## src/rtl/ap_dispatch.sv

```systemverilog
// ap_dispatch -- accelerator-platform dispatcher.
//
// Takes {opcode, address} words from the instruction FIFO into an internal
// queue and issues one DMA burst command at a time through a valid/ready
// handshake. The command FSM counts burst beats. Two data paths run on
// their own, whatever the FSM is doing:
//   DMA input FIFO   -> in-queue  -> AEQ FIFO
//   NCH EAQ channels -> out-queue -> DMA output FIFO
//
// Opcodes: 00 dropped silently, 01 read (RD_BURST beats), 10 write
// (WR_BURST beats), 11 dropped and sets the sticky err flag.
//
// Ports:
//   clk, rst_n                 clock, synchronous active-low reset
//   isa_empty/isa_dout/isa_rd_en    instruction FIFO (first-word-fall-through)
//   din_empty/din_dout/din_rd_en    DMA input FIFO (first-word-fall-through)
//   aeq_full/aeq_din/aeq_wr_en      engine-input FIFO write side
//   eaq_empty/eaq_dout/eaq_rd_en    NCH engine-output FIFOs, one-hot pop
//   dout_full/dout_din/dout_wr_en   DMA output FIFO write side
//   cmd_valid/cmd_ready/cmd_op/cmd_addr/cmd_burst   DMA command handshake
//   busy  FSM not idle or any internal queue non-empty
//   ecn   congestion (aeq_full or dout_full)
//   err   sticky, illegal opcode seen
//
// Build option: define AP_RR_ARB_EN for round-robin EAQ arbitration;
// without it the lowest-index non-empty channel wins.

// Circular buffer with occupancy counter and a first-word-fall-through
// head. Pushes at full and pops at empty are ignored. The head reads as
// zero while the queue is empty, so outputs fed from it are 0 out of reset.
module ap_dispatch_q #(
  parameter int W          = 64,
  parameter int DEPTH_LOG2 = 3
) (
  input  logic                  clk,
  input  logic                  rst_n,
  input  logic                  push_i,
  input  logic                  pop_i,
  input  logic [W-1:0]          din_i,
  output logic [W-1:0]          dout_o,
  output logic [DEPTH_LOG2:0]   cnt_o,
  output logic                  full_o
);
  localparam int DEPTH = 1 << DEPTH_LOG2;
  localparam logic [DEPTH_LOG2:0] FULL_CNT = DEPTH[DEPTH_LOG2:0];

  logic [W-1:0]            mem_q [DEPTH];
  logic [DEPTH_LOG2-1:0]   wp_q, rp_q;
  logic [DEPTH_LOG2:0]     cnt_q;
  logic                    do_push, do_pop;

  // Full is judged on the current count: a pop in the same cycle does not
  // make room for a push.
  assign full_o  = (cnt_q == FULL_CNT);
  assign do_push = push_i && !full_o;
  assign do_pop  = pop_i && (cnt_q != '0);

  // Storage is not reset.
  always_ff @(posedge clk) begin
    if (do_push) mem_q[wp_q] <= din_i;
  end

  always_ff @(posedge clk) begin
    if (!rst_n) begin
      wp_q  <= '0;
      rp_q  <= '0;
      cnt_q <= '0;
    end else begin
      if (do_push) wp_q <= wp_q + 1'b1;
      if (do_pop)  rp_q <= rp_q + 1'b1;
      case ({do_push, do_pop})
        2'b10:   cnt_q <= cnt_q + 1'b1;
        2'b01:   cnt_q <= cnt_q - 1'b1;
        default: cnt_q <= cnt_q;
      endcase
    end
  end

  assign dout_o = (cnt_q != '0) ? mem_q[rp_q] : '0;
  assign cnt_o  = cnt_q;
endmodule

module ap_dispatch #(
  parameter int OPW        = 2,
  parameter int ADDR_W     = 32,
  parameter int DATA_W     = 64,
  parameter int DEPTH_LOG2 = 3,
  parameter int NCH        = 2,
  parameter int RD_BURST   = 8,
  parameter int WR_BURST   = 16
) (
  input  logic                    clk,
  input  logic                    rst_n,
  input  logic                    isa_empty,
  input  logic [OPW+ADDR_W-1:0]   isa_dout,
  output logic                    isa_rd_en,
  input  logic                    din_empty,
  input  logic [DATA_W-1:0]       din_dout,
  output logic                    din_rd_en,
  input  logic                    aeq_full,
  output logic [DATA_W-1:0]       aeq_din,
  output logic                    aeq_wr_en,
  input  logic [NCH-1:0]          eaq_empty,
  input  logic [NCH*DATA_W-1:0]   eaq_dout,
  output logic [NCH-1:0]          eaq_rd_en,
  input  logic                    dout_full,
  output logic [DATA_W-1:0]       dout_din,
  output logic                    dout_wr_en,
  output logic                    cmd_valid,
  input  logic                    cmd_ready,
  output logic [OPW-1:0]          cmd_op,
  output logic [ADDR_W-1:0]       cmd_addr,
  output logic [7:0]              cmd_burst,
  output logic                    busy,
  output logic                    ecn,
  output logic                    err
);
  localparam int IW = OPW + ADDR_W;
  localparam int AW = (NCH > 1) ? $clog2(NCH) : 1;
  localparam logic [OPW-1:0] OP_RD  = OPW'(1);
  localparam logic [OPW-1:0] OP_WR  = OPW'(2);
  localparam logic [OPW-1:0] OP_ILL = OPW'(3);
  localparam logic [7:0] RD_B = 8'(RD_BURST);
  localparam logic [7:0] WR_B = 8'(WR_BURST);

  typedef enum logic [1:0] {S_IDLE, S_ISSUE, S_RUN} state_t;

  // ---------------- instruction queue ----------------
  logic [IW-1:0]       iq_head;
  logic [DEPTH_LOG2:0] iq_cnt, in_cnt, out_cnt;
  logic                iq_full, in_full, out_full;
  logic                iq_push, iq_pop;
  logic [OPW-1:0]      isa_op;

  assign isa_op    = isa_dout[IW-1 -: OPW];
  assign isa_rd_en = !isa_empty && !iq_full;
  // Only read and write instructions are queued; the others are consumed here.
  assign iq_push   = isa_rd_en && (isa_op == OP_RD || isa_op == OP_WR);

  ap_dispatch_q #(.W(IW), .DEPTH_LOG2(DEPTH_LOG2)) u_iq (
    .clk(clk), .rst_n(rst_n), .push_i(iq_push), .pop_i(iq_pop),
    .din_i(isa_dout), .dout_o(iq_head), .cnt_o(iq_cnt), .full_o(iq_full)
  );

  always_ff @(posedge clk) begin
    if (!rst_n)                             err <= 1'b0;
    else if (isa_rd_en && isa_op == OP_ILL) err <= 1'b1;
  end

  // ---------------- input path ----------------
  assign din_rd_en = !din_empty && !in_full;
  assign aeq_wr_en = (in_cnt != '0) && !aeq_full;

  ap_dispatch_q #(.W(DATA_W), .DEPTH_LOG2(DEPTH_LOG2)) u_inq (
    .clk(clk), .rst_n(rst_n), .push_i(din_rd_en), .pop_i(aeq_wr_en),
    .din_i(din_dout), .dout_o(aeq_din), .cnt_o(in_cnt), .full_o(in_full)
  );

  // ---------------- output path / EAQ arbiter ----------------
  logic [DATA_W-1:0] eaq_data [NCH];
  logic [AW-1:0]     gnt_idx;
  logic              gnt_v;

  for (genvar gi = 0; gi < NCH; gi++) begin : g_eaq
    assign eaq_data[gi] = eaq_dout[gi*DATA_W +: DATA_W];
  end

`ifdef AP_RR_ARB_EN
  // Last granted channel; the search starts just after it.
  logic [AW-1:0] arb_last_q;

  always_ff @(posedge clk) begin
    if (!rst_n)     arb_last_q <= '0;
    else if (gnt_v) arb_last_q <= gnt_idx;
  end

  always_comb begin
    int idx;
    idx     = 0;
    gnt_v   = 1'b0;
    gnt_idx = '0;
    if (!out_full) begin
      for (int k = 1; k <= NCH; k++) begin
        idx = (int'(arb_last_q) + k) % NCH;
        if (!gnt_v && !eaq_empty[idx]) begin
          gnt_v   = 1'b1;
          gnt_idx = AW'(idx);
        end
      end
    end
  end
`else
  always_comb begin
    gnt_v   = 1'b0;
    gnt_idx = '0;
    if (!out_full) begin
      for (int k = 0; k < NCH; k++) begin
        if (!gnt_v && !eaq_empty[k]) begin
          gnt_v   = 1'b1;
          gnt_idx = AW'(k);
        end
      end
    end
  end
`endif

  always_comb begin
    eaq_rd_en = '0;
    if (gnt_v) eaq_rd_en[gnt_idx] = 1'b1;
  end

  assign dout_wr_en = (out_cnt != '0) && !dout_full;

  ap_dispatch_q #(.W(DATA_W), .DEPTH_LOG2(DEPTH_LOG2)) u_outq (
    .clk(clk), .rst_n(rst_n), .push_i(gnt_v), .pop_i(dout_wr_en),
    .din_i(eaq_data[gnt_idx]), .dout_o(dout_din), .cnt_o(out_cnt), .full_o(out_full)
  );

  // ---------------- command FSM ----------------
  state_t            state_q, state_d;
  logic [OPW-1:0]    cmd_op_q, cmd_op_d;
  logic [ADDR_W-1:0] cmd_addr_q, cmd_addr_d;
  logic [7:0]        cmd_burst_q, cmd_burst_d;
  logic [7:0]        beat_cnt_q, beat_cnt_d;
  logic              beat;

  always_ff @(posedge clk) begin
    if (!rst_n) begin
      state_q     <= S_IDLE;
      cmd_op_q    <= '0;
      cmd_addr_q  <= '0;
      cmd_burst_q <= '0;
      beat_cnt_q  <= '0;
    end else begin
      state_q     <= state_d;
      cmd_op_q    <= cmd_op_d;
      cmd_addr_q  <= cmd_addr_d;
      cmd_burst_q <= cmd_burst_d;
      beat_cnt_q  <= beat_cnt_d;
    end
  end

  always_comb begin
    state_d     = state_q;
    cmd_op_d    = cmd_op_q;
    cmd_addr_d  = cmd_addr_q;
    cmd_burst_d = cmd_burst_q;
    beat_cnt_d  = beat_cnt_q;
    iq_pop      = 1'b0;
    // A beat is whichever data-path write matches the command direction.
    beat        = (cmd_op_q == OP_RD) ? aeq_wr_en : dout_wr_en;
    case (state_q)
      S_IDLE: begin
        if (iq_cnt != '0) begin
          iq_pop      = 1'b1;
          cmd_op_d    = iq_head[IW-1 -: OPW];
          cmd_addr_d  = iq_head[ADDR_W-1:0];
          // The queue only holds reads and writes.
          cmd_burst_d = (iq_head[IW-1 -: OPW] == OP_RD) ? RD_B : WR_B;
          beat_cnt_d  = cmd_burst_d;
          state_d     = S_ISSUE;
        end
      end
      S_ISSUE: begin
        if (cmd_ready) state_d = S_RUN;
      end
      S_RUN: begin
        if (beat) begin
          beat_cnt_d = beat_cnt_q - 1'b1;
          if (beat_cnt_q == 8'd1) state_d = S_IDLE;
        end
      end
      default: state_d = S_IDLE;
    endcase
  end

  assign cmd_valid = (state_q == S_ISSUE);
  assign cmd_op    = cmd_op_q;
  assign cmd_addr  = cmd_addr_q;
  assign cmd_burst = cmd_burst_q;
  assign busy      = (state_q != S_IDLE) || (iq_cnt != '0) || (in_cnt != '0) || (out_cnt != '0);
  assign ecn       = aeq_full || dout_full;
endmodule

```

## config.mk

```make
export PLATFORM = sky130hd
export DESIGN_NAME = ap_dispatch
export DESIGN_NICKNAME = d
export VERILOG_FILES = /design/src/rtl/ap_dispatch.sv
export SDC_FILE = /design/constraint.sdc
export NUM_CORES = 1
export LEC_CHECK = 0
export BUFFER_PORTS_ARGS = -buffer_cell sky130_fd_sc_hd__buf_2
export CAP_MARGIN = 10
export CORE_UTILIZATION = 55
export CTS_CLUSTER_DIAMETER = 120
export DETAILED_ROUTE_END_ITERATION = 10
export PLACE_DENSITY = 0.71
export SYNTH_ARGS = -nofsm -noshare
export SYNTH_HDL_FRONTEND = slang
export SYNTH_SLANG_ARGS = --single-unit
```

## constraint.sdc

```tcl
create_clock -name clk -period 25.2 [get_ports clk]
set_input_delay 6.3 -clock clk [delete_from_list [all_inputs] [get_ports clk]]
set_output_delay 6.3 -clock clk [all_outputs]
set_load 0.05 [all_outputs]
```

==> flow_summary.yaml <==
floorplan:
  die_h_microns: 313
  io_pins: 415
  start_util_pct: 55.8
  dieWidth_microns: 313
  core_sq_um: 95400
  dieArea_sq_um: 98100
  core.rowCount: 113
flow_run:
  drv_cap: 0
detailed_routing:
  via_count: 25900
  drcViolationCount: 0
  drt-pass1-iter-count: 5
  avgRoutedWirePerCell_microns: 25.3
  via_per_inst: 5.92
  drt_iter0_drc: 2146
  wl_mm: 111
  antenna_left: 0
place:
  gp_congestion: 0.747
  port_buffers: 408
  placed_area_sq_um: 56900
  dp_hpwl_mm: 61.7
synthesis:
  avgSynthCellArea_sq_um: 21.1
  ys_seq_elements: 1382
  synth.largest_area_cell: "edfxtp_1"
  ys_warn_count: 0
  synth_most_common_cell: "edfxtp_1"
  synth_area_sq_um: 53300
  syn_inst: 2522
  synth.area.top_cells: "edfxtp_1 73%, mux4_2 14%, dfxtp_1 3.2%"
  synth_edf_count: 1296
  synthDominantCellAreaShare_pct: 73.1
  synth_flop_cell: "edfxtp_1"
  synth_common_cells: "1296 x edfxtp_1, 322 x mux4_2, 216 x nor2_1"
  synth_async_sr_flop_share_pct: 0
  synth_cell_types: 51
  ys_seq_area_share_pct: 76.3
global_route:
  grt_pass1_vias: 27400
  grt_max_degree: 83
  gr-usage-all-layers_pct: 22.8
  grt-ovfl-total: 0
  grt_pass1_wl_mm: 166
  antenna_found_initial: 17
sta:
  drv_slew: 0
  finalCriticalPeriod_ns: 14.01
  tightestPinTransition_ns: 1.17
  max_freq_ghz: 0.0714
  fin_crit_sh_pct: 55.6
  rsz0062_at_grt: "no"
  slew_headroom_pct: 21.7
  hold_viol: 0
  finalSetupViolations: 0
  fin_setup_tns_ns: 0
  finClkSkew_ns: 0.0207
critical_path:
  r2r_setup_slack_ns: 21.47
  crit_arrival_ns: 7.71
  worst_setup_path_end_kind: "output pin"
  cp_data_required_time_ns: 18.90
  cp-start-kind: "primary input"
  critPathKind: "in -> out"
  crit_fanout: 65
status:
  status: "complete, no violations"
clock_network:
  post_cts_buffers: 0
  path_clk_slew_ns: 0.05
  cts_hold_buffers: 0
  cts_tree: "yes"
  numCtsBuffers: 139
  clk_path_buf_depth: 3
  insertion_delay_ns: 0.74
  cts_sinks: 1382
  htree_num_levels: 4
  ctsResizeCount: 0
  root_buffer: "clkbuf_16"
power:
  p_total_w: 0.00676
  ir_drop_mv: 0.117
  p_leak_nw: 19.9
  powerDensity_nw_per_um2: 110
finish:
  nets: 3252
  drive_gt1_share_pct: 34.9
  multi_input_comb_area_sq_um: 12200
  final_area_sq_um: 61300
  fin_util_pct: 64.2
  area_growth_pct: 15.1
  regArea_sq_um: 40700
  fillers: 6454
worst_hold_path:
  holdCritPathClass: "reg -> reg"
critical path: stages:
cell and delay (ns):
buf_2 0.11, nor3b_2 0.17, buf_4 0.70, buf_2 0.40
cells by family (layout without fill, tap and decap cells):
kind of cell	Yosys count	in the layout	share of synthesized area [%]
muxes	554	554	18.1
other	1	10	0.00704
adders and majority gates	20	20	0.498
AOI/OAI and AO/OA	92	92	1.13
buffers and inverters	151	733	1.18
and+or+nand+nor	302	302	2.41
DFF	1382	1382	76.3
xor gates and xnor gates	20	20	0.329
layer usage:
metal  up-vias  routed length, microns  global-route usage (%)
met5         -                     143                       0
met4        24                    2720                    7.32
met3       188                    7750                    5.35
met2       900                   56300                    38.5
met1     13500                   43700                    29.5
li1      11300                       -                       -
sequential cells by signal, summed over array words and instances (netlist names), named ones only:
| register | flops |
|---|---|
| u_iq.mem_q | 272 |
| u_inq.mem_q | 512 |
| beat_cnt_q | 8 |
| cmd_burst | 2 |
| cmd_op | 2 |
| u_outq.mem_q | 512 |
| u_outq.cnt_o | 4 |
| state_q | 2 |
| u_outq.rp_q | 3 |
| u_iq.cnt_o | 4 |
| u_iq.wp_q | 3 |
| u_outq.wp_q | 3 |
| err | 1 |
| u_iq.rp_q | 3 |
| u_inq.rp_q | 3 |
| u_inq.wp_q | 3 |
| cmd_addr | 32 |
| u_inq.cnt_o | 4 |
through the flow:
step	setup WS (ns)	cells	hold slack, ns
after floorplan	11.35	2527	0.452
after global placement	11.22	4121	0.453
after detailed placement	11.17	4121	0.475
after CTS	11.16	4374	0.483
after global routing	11.06	4377	0.519
final	11.19	4378	0.490
layout by cell type (no fill, tap or decap), types with 37 or more instances in the layout:
cell          n
clkbuf_1     37
clkbuf_16   140
buf_4        54
buf_2       408
dfxtp_1      77
mux2i_1     168
edfxtp_1   1296
nor2_1      203
mux2_2       64
mux4_2      322
layout make-up:
class	instances	share of cell area, %
diodes	4	0.0163
clock buffers	186	6.14
clock inverters	67	0.951
inverters	18	0.110
multi-input cells	994	19.9
flip-flops and latches	1382	66.3
well taps	1265	2.58
repair buffers	462	3.99
where the power goes:
part / switching (W) / internal, W
Clock: 0.000842 / 0.00111
Sequential: 0.000113 / 0.00268
Combinational: 0.00136 / 0.000644
Total: 0.00232 / 0.00444
path summary, 6_finish.rpt:
check             cells after the start                       endpoint                          from
hold reg to reg                       2      cmd_burst[3]$_SDFFE_PN0P_     cmd_burst[3]$_SDFFE_PN0P_
setup reg to reg                      5  u_outq.mem_q[6][47]$_DFFE_PP_  u_outq.cnt_o[0]$_SDFFE_PN0P_
setup / recovery                      4                   eaq_rd_en[1]                  eaq_empty[1]
hold / removal                        2      cmd_burst[3]$_SDFFE_PN0P_     cmd_burst[3]$_SDFFE_PN0P_
(Power assumes the default switching activity.)
